`src/rtl/hazard_ctrl_unit.sv`:
```
// ---------------------------------------------------------------------------
// hazard_ctrl_unit
//
// Hazard, forwarding and flush controller for the in-order pipeline.
//  - Detects EX-stage load-use hazards against the ID instruction.
//  - Tracks outstanding variable-latency loads in a per-register scoreboard
//    and stalls ID consumers of a busy register.
//  - Produces EX operand forwarding selects (EX/MEM has priority over MEM/WB).
//  - Flushes IF/ID and ID/EX on a taken branch; a taken branch overrides any
//    stall so the redirect is not lost.
//  - Counts stall cycles in a saturating counter for performance monitoring.
//
// Ports
//  clk, rst_n                       clock, asynchronous active-low reset
//  i_id_valid                       IF/ID holds a valid instruction
//  i_id_rs1/rs2, i_id_rs1/rs2_used  ID sources and whether they are read
//  i_ex_valid, i_ex_memread, i_ex_rd  ID/EX valid, is-load, destination
//  i_ex_rs1, i_ex_rs2               ID/EX sources (forwarding compare)
//  i_mem_regwrite, i_mem_rd         EX/MEM writeback info
//  i_wb_regwrite, i_wb_rd           MEM/WB writeback info
//  i_ld_issue, i_ld_issue_rd        load accepted by the memory interface
//  i_ld_done, i_ld_done_rd          load data returned and written
//  i_branch_taken                   EX resolved a taken branch/jump
//  i_stat_clr                       synchronous clear of the stall counter
//  o_pc_write, o_if_id_write        stage enables
//  o_if_id_flush, o_id_ex_flush     bubble insertion
//  o_fwd_a, o_fwd_b                 00 regfile, 01 MEM/WB, 10 EX/MEM
//  o_busy_vec                       scoreboard state, one bit per register
//  o_stall_count                    saturating stall-cycle count
// ---------------------------------------------------------------------------
module hazard_ctrl_unit #(
    parameter int REG_AW      = 3,
    parameter int ZERO_REG_HW = 1,
    parameter int STALL_CNT_W = 16
) (
    input  logic                     clk,
    input  logic                     rst_n,
    input  logic                     i_id_valid,
    input  logic [REG_AW-1:0]        i_id_rs1,
    input  logic [REG_AW-1:0]        i_id_rs2,
    input  logic                     i_id_rs1_used,
    input  logic                     i_id_rs2_used,
    input  logic                     i_ex_valid,
    input  logic                     i_ex_memread,
    input  logic [REG_AW-1:0]        i_ex_rd,
    input  logic [REG_AW-1:0]        i_ex_rs1,
    input  logic [REG_AW-1:0]        i_ex_rs2,
    input  logic                     i_mem_regwrite,
    input  logic [REG_AW-1:0]        i_mem_rd,
    input  logic                     i_wb_regwrite,
    input  logic [REG_AW-1:0]        i_wb_rd,
    input  logic                     i_ld_issue,
    input  logic [REG_AW-1:0]        i_ld_issue_rd,
    input  logic                     i_ld_done,
    input  logic [REG_AW-1:0]        i_ld_done_rd,
    input  logic                     i_branch_taken,
    input  logic                     i_stat_clr,
    output logic                     o_pc_write,
    output logic                     o_if_id_write,
    output logic                     o_if_id_flush,
    output logic                     o_id_ex_flush,
    output logic [1:0]               o_fwd_a,
    output logic [1:0]               o_fwd_b,
    output logic [(1<<REG_AW)-1:0]   o_busy_vec,
    output logic [STALL_CNT_W-1:0]   o_stall_count
);

    localparam int NREG = 1 << REG_AW;

    localparam logic [1:0] FWD_RF  = 2'b00;
    localparam logic [1:0] FWD_WB  = 2'b01;
    localparam logic [1:0] FWD_MEM = 2'b10;

    // An address may take part in a match only if it is not the hardwired
    // zero register (when that option is enabled).
    function automatic logic addr_ok(input logic [REG_AW-1:0] a);
        return (ZERO_REG_HW == 0) || (a != '0);
    endfunction

    // -----------------------------------------------------------------------
    // Scoreboard
    // -----------------------------------------------------------------------
    logic [NREG-1:0] r_busy;
    logic [NREG-1:0] w_busy_next;

    genvar gi;
    generate
        for (gi = 0; gi < NREG; gi++) begin : g_sb
            logic w_set;
            logic w_clr;
            assign w_set = i_ld_issue && (i_ld_issue_rd == REG_AW'(gi))
                           && addr_ok(REG_AW'(gi));
            assign w_clr = i_ld_done && (i_ld_done_rd == REG_AW'(gi));
            // Issue and completion on the same register in one cycle means a
            // new load is now outstanding, so set beats clear.
            assign w_busy_next[gi] = w_set ? 1'b1 :
                                     w_clr ? 1'b0 : r_busy[gi];
        end
    endgenerate

    always_ff @(posedge clk or negedge rst_n) begin
        if (!rst_n) begin
            r_busy <= '0;
        end else begin
            r_busy <= w_busy_next;
        end
    end

    assign o_busy_vec = r_busy;

    // -----------------------------------------------------------------------
    // Hazard detection
    // -----------------------------------------------------------------------
    logic w_rs1_hit;
    logic w_rs2_hit;
    logic w_ex_load;
    logic w_load_use;
    logic w_sb_hazard;
    logic w_stall;

    assign w_rs1_hit = i_id_valid && i_id_rs1_used && addr_ok(i_id_rs1);
    assign w_rs2_hit = i_id_valid && i_id_rs2_used && addr_ok(i_id_rs2);

    assign w_ex_load  = i_ex_valid && i_ex_memread;
    assign w_load_use = w_ex_load &&
                        ((w_rs1_hit && (i_ex_rd == i_id_rs1)) ||
                         (w_rs2_hit && (i_ex_rd == i_id_rs2)));

    // Uses the registered busy bit only: a load completing this cycle
    // releases its consumer one cycle later, keeping this path short.
    assign w_sb_hazard = (w_rs1_hit && r_busy[i_id_rs1]) ||
                         (w_rs2_hit && r_busy[i_id_rs2]);

    // The taken branch squashes the stalled ID instruction anyway, so the
    // front end must keep moving to fetch the redirect target.
    assign w_stall = (w_load_use || w_sb_hazard) && !i_branch_taken;

    assign o_pc_write    = !w_stall;
    assign o_if_id_write = !w_stall;
    assign o_id_ex_flush = w_stall || i_branch_taken;
    assign o_if_id_flush = i_branch_taken;

    // -----------------------------------------------------------------------
    // Forwarding
    // -----------------------------------------------------------------------
    logic w_mem_ok;
    logic w_wb_ok;

    assign w_mem_ok = i_mem_regwrite && addr_ok(i_mem_rd);
    assign w_wb_ok  = i_wb_regwrite && addr_ok(i_wb_rd);

    // EX/MEM holds the younger result, so it wins over MEM/WB.
    always_comb begin
        o_fwd_a = FWD_RF;
        if (w_mem_ok && (i_mem_rd == i_ex_rs1)) begin
            o_fwd_a = FWD_MEM;
        end else if (w_wb_ok && (i_wb_rd == i_ex_rs1)) begin
            o_fwd_a = FWD_WB;
        end
    end

    always_comb begin
        o_fwd_b = FWD_RF;
        if (w_mem_ok && (i_mem_rd == i_ex_rs2)) begin
            o_fwd_b = FWD_MEM;
        end else if (w_wb_ok && (i_wb_rd == i_ex_rs2)) begin
            o_fwd_b = FWD_WB;
        end
    end

    // -----------------------------------------------------------------------
    // Stall-cycle counter
    // -----------------------------------------------------------------------
    logic [STALL_CNT_W-1:0] r_stall_cnt;

    always_ff @(posedge clk or negedge rst_n) begin
        if (!rst_n) begin
            r_stall_cnt <= '0;
        end else if (i_stat_clr) begin
            r_stall_cnt <= '0;
        end else if (w_stall && (r_stall_cnt != {STALL_CNT_W{1'b1}})) begin
            r_stall_cnt <= r_stall_cnt + STALL_CNT_W'(1);
        end
    end

    assign o_stall_count = r_stall_cnt;

endmodule

```
`config.mk`:
```
export PLATFORM = sky130hd
export DESIGN_NAME = hazard_ctrl_unit
export DESIGN_NICKNAME = d
export VERILOG_FILES = /design/src/rtl/hazard_ctrl_unit.sv
export SDC_FILE = /design/constraint.sdc
export NUM_CORES = 1
export LEC_CHECK = 0
export ABC_AREA = 1
export BUFFER_PORTS_ARGS = -buffer_cell sky130_fd_sc_hd__buf_2
export CAP_MARGIN = 20
export CORE_ASPECT_RATIO = 0.8
export CORE_UTILIZATION = 46
export CTS_BUF_LIST = sky130_fd_sc_hd__clkbuf_8
export CTS_CLUSTER_SIZE = 20
export DETAILED_ROUTE_END_ITERATION = 12
export GPL_TIMING_DRIVEN = 0
export PLACE_DENSITY_LB_ADDON = 0.2
export RECOVER_POWER = 50
export REMOVE_ABC_BUFFERS = 1
export SLEW_MARGIN = 20
export SYNTH_ARGS = -nofsm -noshare
export SYNTH_HDL_FRONTEND = slang
export SYNTH_SLANG_ARGS = --single-unit
```
`constraint.sdc`:
```
create_clock -name clk -period 1.75 [get_ports clk]
set_clock_uncertainty 0.15 [all_clocks]
set_input_delay 0.0875 -clock clk [delete_from_list [all_inputs] [get_ports clk]]
set_output_delay 0.0875 -clock clk [all_outputs]
set_load 0.02 [all_outputs]
```
Word-level counts from Yosys, hierarchy flattened
Index checks and enable logic that the tools add are counted.
Storage, ports and cells
  register bits after elaboration: 23
  output and inout port bits: 32
  word-level logic and storage cells: 106
Cells by class
  add/subtract/negate cells: 1
  order comparisons: 2
  equal/unequal tests: 21
  muxes and demuxes: 24
  reduce and logical (&&, ||, !) cells: 50
Operators by type and width (count)
  1-bit logical AND: 32
  16-bit two-way mux: 2
  3-bit equality test, second input constant: 8
  3-bit equality test: 6
  1-bit two-way mux: 18
  16-bit by 1-bit adder with 16-bit output, second input constant: 1
  16-bit != test, second input constant: 1
  2-bit nonzero test: 8
  3-bit by 2-bit equality test with 1-bit output, second input constant: 4
  3-bit nonzero test: 4
  3-bit by 4-bit less-than comparator with 1-bit output, second input constant: 2
  1-bit binary-select mux with 3-bit select: 2
  3-bit by 1-bit equality test with 1-bit output, second input constant: 2
  1-bit logical OR: 4
  2-bit two-way mux: 2
  1-bit logical NOT: 2

Depth between registers and ports, before layout
  word-level depth: 10
  depth in mapped cells: 13
  depth with buffers taken out: 12

Worst setup path after synthesis
No wires, ideal clock.
  path kind: register to register
  start point: register r_stall_cnt[0], in the netlist o_stall_count[0]
  end point: register r_stall_cnt[6], in the netlist o_stall_count[6]
  data arrival time: 1.756 ns
  setup slack: -0.273 ns
  cell stages (with the launch flop): 14
  cell sequence: dfrtp_1 -> ha_1 -> nand2_1 -> inv_1 -> nand2_1 -> nor2_2 -> nand3_2 -> nor2_4 -> nand3_2 -> nand3_4 -> nand2_4 -> buf_6 -> nand2_1 -> nand2_1
Between the ends
  cells in the longest elaborated chain, start to end: 3
  elaborated cells between the ends (all ways): 6
  classes of those cells: add/sub (1); eq/ne (1); mux (2); reduce/logical (2)
RTL lines
  from (decl): line 174  | logic [STALL_CNT_W-1:0] r_stall_cnt;
  from (signal assigned): line 182  | r_stall_cnt <= r_stall_cnt + STALL_CNT_W'(1);
  16-bit by 1-bit adder with 16-bit output / 16-bit != test (equally long branches): line 182, 181
  16-bit two-way mux / 1-bit logical AND (equally long branches): line 181  | end else if (w_stall && (r_stall_cnt != {STALL_CNT_W{1'b1}})) begin
  16-bit two-way mux / 2-bit nonzero test (equally long branches)
Several ways; a longest one is shown, not always the timed one. The select of a mux whose other input is x is not followed.
A chain may end at the register's enable or synchronous reset.

Final worst setup path
  start point: register r_stall_cnt[0], in the netlist o_stall_count[0]
  end point: register r_stall_cnt[15], in the netlist o_stall_count[15]
Same word-level chain as after synthesis.

==> out/results.tsv <==
stage	metric	value	unit
critical_path	worst path arrival time	1.79	ns
final_layout	fin area	2439	sq um
final_layout	Post-Layout Cell Count	417	
synthesis	syn_area_per_cell	6.544	sq um
placement	DP Area	2211	sq um
drt	routed length per instance	10.59	um
status	violated checks	setup timing	
final_layout	FF+latch area	575.6	sq um
drt	DR WL met3	200	um
drt	DRT Pass-1 Iters	4	
placement	PortBufs	70	
die	Chip Width	72.82	um
drt	DR iter-0 viols	139	
synthesis	largest family of logic cells by synthesized area	simple AND/OR/NAND/NOR gates	
critical_path	crit path capture type	flop	
clock_network	CTS Buffer Depth	2	
global_routing	initial antenna violation count	0	
synthesis	Synth Area in Compound Gates	6.237	%
clock_network	total CTS buffers	3	
critical_path	Crit path buffers/inverters	1	
drt	final wirelength	4416	um
global_routing	first-pass GRT wire length	7472	um
synthesis	Synth Flop Type	dfrtp_1	
die	initial core utilization	48.20	%
critical_path	reg2reg end	o_stall_count[15]	
status	outcome	complete, but fails checks	
final_layout	diode count	0	
final_layout	Fillers	374	
sta	max_slew headroom	58.47	%
drt	# DRC	0	
die	io pins	72	
global_routing	vias in the first global route	1769	
sta	Fin Hold WS	0.01498	ns
critical_path	setup slack, reg-to-reg	-0.04	ns
die	die extent in y	58.66	um
die	Rows	20	
sta	Final Hold Vio Count	0	
synthesis	Yosys reg bits	23	
critical_path	CP Cell Sequence	ha_2, nand2_2, inv_2, nand2_4, nor2_4, nand3_4, nor2_4, nand3_2, nand3_4, nand2_8, nand2_1, nand2_1	
sta	setup ws final	-0.04240	ns
final_layout	synth-to-layout area growth	32.14	%
critical_path	CP Max Fanout	16	
clock_network	clk slew on worst S/H paths	0.07	ns
critical_path	crit start category	flop	
sta	RSZ-0062 raised after global routing	yes	
placement	hpwl dp	3256	um
synthesis	YS warnings	0	
final_layout	layout cells sized above 1	27.07	%
critical_path	Reg2Reg Depth	12	
critical_path	Slowest cell on crit path	dfrtp_1	
global_routing	total track usage	22.22	%
sta	Max Freq	557.9	MHz
synthesis	Synth Area in Adders	0.6780	%
clock_network	CTS Sinks	23	
drt	top sig layer	met4	
drt	antenna violation net count after detailed routing	0	
final_layout	Final #Nets	404	
flow_run	Max Cap Viol	0	
power	LEAKAGE	1.325	nW
die	die footprint	4271	sq um
synthesis	top-area cell type share of the netlist area	31.19	%
power	Worst IR Drop VDD	0.0005573	V
placement	Placer Congestion	0.8276	
worst_hold_path	WHS Path Cells	4	
global_routing	GRT overflow	0	
synthesis	Netlist Area Pre-Place	1846	sq um
sta	min Tclk post-route	1.792	ns
drt	routed wl met2	1997	um
synthesis	largest cells by area after synthesis	dfrtp_1, nand2_1, nand3_1	
sta	final slew viol count	0	
critical_path	Critical Path RT	1.74	ns
clock_network	CTS root buf	clkbuf_8	
critical_path	delay of the slowest critical-path stage	0.36	ns
die	total core area	3829	sq um
synthesis	Mapped Cells	282	
synthesis	XOR/XNOR Fraction of Synth Area	10.44	%
sta	worst-margin pin slew	0.6191	ns
worst_hold_path	Hold Crit Endpoint	o_busy_vec[6]	
drt	Via Count	1990	
critical_path	Reg-to-Reg Start	o_stall_count[0]	
clock_network	# H-tree levels	1	
worst_hold_path	Hold Crit Class	input pin to flop	
global_routing	largest net degree at the start of global routing	24	
clock_network	Clock Latency Late Sink	0.26	ns
final_layout	area taken by multi-input logic gates	1159	sq um
synthesis	ys async rst share	100.0	%
synthesis	sequential area share after synthesis	31.19	%
power	pwr dens	576.2	nW/um^2
drt	Vias/cell	4.772	
synthesis	Post-synth EDFFs	0	
synthesis	cell with the most instances after synthesis	nand2_1	
critical_path	Worst Setup Path Type	flop to flop	
synthesis	largest area contributor in the netlist	dfrtp_1	
synthesis	post-synthesis mux area share	0	%
critical_path	CP top delay family	simple AND/OR/NAND/NOR gates	
sta	Period Utilization, post-route	102.4	%
synthesis	post-synth cell types	32	
sta	final setup fails	16	
clock_network	CTS tree	done	
drt	wl on met1	2197	um
synthesis	Post-Synth Simple-Gate Area	42.44	%
synthesis	Post-synth top cells	nand2_1, nor2_1, nand3_1, inv_1, dfrtp_1	
placement	Inst Count DP	399	
worst_hold_path	HP Start	i_ld_done_rd[1]	
worst reg2reg max path, stage by stage (launching register included):
cell     delay (ns)
dfrtp_1        0.36
ha_2           0.19
nand2_2        0.06
inv_2          0.08
nand2_4        0.05
nor2_4         0.12
nand3_4        0.09
nor2_4         0.11
nand3_2        0.10
nand3_4        0.12
nand2_8        0.11
nand2_1        0.10
nand2_1        0.05
cell usage in the layout (no fill, tap or decap), types with 6 or more instances in the layout:
cell           instances
buf_4                  7
inv_1                 26
buf_2                 63
dlygate4sd3_1          6
xnor2_1                7
xor2_1                15
nand2_1               88
o21ai_0                8
nand3_1               30
nor2_1                35
dfrtp_1               23
where the power goes:
part	switching [W]	total, W	internal [W]	leakage [nW]
Clock	0.000159	0.000315	0.000156	0.0269
Sequential	0.0000457	0.000619	0.000573	0.303
Combinational	0.000280	0.000471	0.000191	0.995
per-layer routing:
layer  vias up  GRT usage (%)
li1       1052              -
met1       884          30.76
met2        52          37.12
met3         2          2.568
met4         0          6.162
met5         -              0
cell families (layout without fill, tap and decap cells):
logic type	count (synthesis)	count (layout)
DFF	23	23
xor gates and xnor gates	22	22
and+or+nand+nor	179	179
AOI/OAI and AO/OA	19	19
adders and majority gates	1	1
buffers and inverters	37	117
other	1	1
what timing repair did:
action / 4_1_cts / 5_1_grt
hold endpoints to repair: 29 / 0
setup endpoints to repair: 18 / 19
cloned: 0 / 0
gates resized for setup: 11 / 9
hold buffers: 6 / 0
buffers inserted: 7 / 1
pin swaps: 7 / 11
flip-flops by register name (all words and copies together) (netlist names):
register and count:
o_busy_vec 7, o_stall_count 16
through the flow:
step	utilization [%]	TNS, ns	power (W)	worst slack [ns]
floorplan	-	-4.098	0.0008584	-0.2562
global placement	57.75	-5.418	0.001034	-0.3422
detailed placement	57.75	-6.114	0.001043	-0.3881
CTS	62.88	-1.306	0.001416	-0.09150
global route	63.69	-2.880	0.001502	-0.1794
finish	63.69	-0.5267	0.001405	-0.04240
worst max path at each step:
| stage | from | endpoint | slack, ns | cells past startpoint |
|---|---|---|---|---|
| 4_1_cts | o_stall_count[0] | o_stall_count[2] | -0.09 | 12 |
| 6_report | o_stall_count[0] | o_stall_count[15] | -0.04 | 12 |
| 2_1_floorplan | o_stall_count[0] | o_stall_count[0] | -0.26 | 12 |
| 5_1_grt | o_stall_count[0] | o_stall_count[3] | -0.18 | 12 |
| 3_5_place_dp | o_stall_count[0] | o_stall_count[7] | -0.39 | 12 |
| 3_3_place_gp | o_stall_count[0] | o_stall_count[8] | -0.34 | 12 |
final cells by class:
class	instances	share of cell area, %
Clock buffer	3	1.693
Clock inverter	1	0.1539
Inverter	29	4.464
Multi-Input combinational cell	222	47.51
Sequential cell	23	23.60
Tap cell	55	2.822
Timing Repair Buffer	84	19.75
No activity file was read; power rests on OpenSTA's default activity.
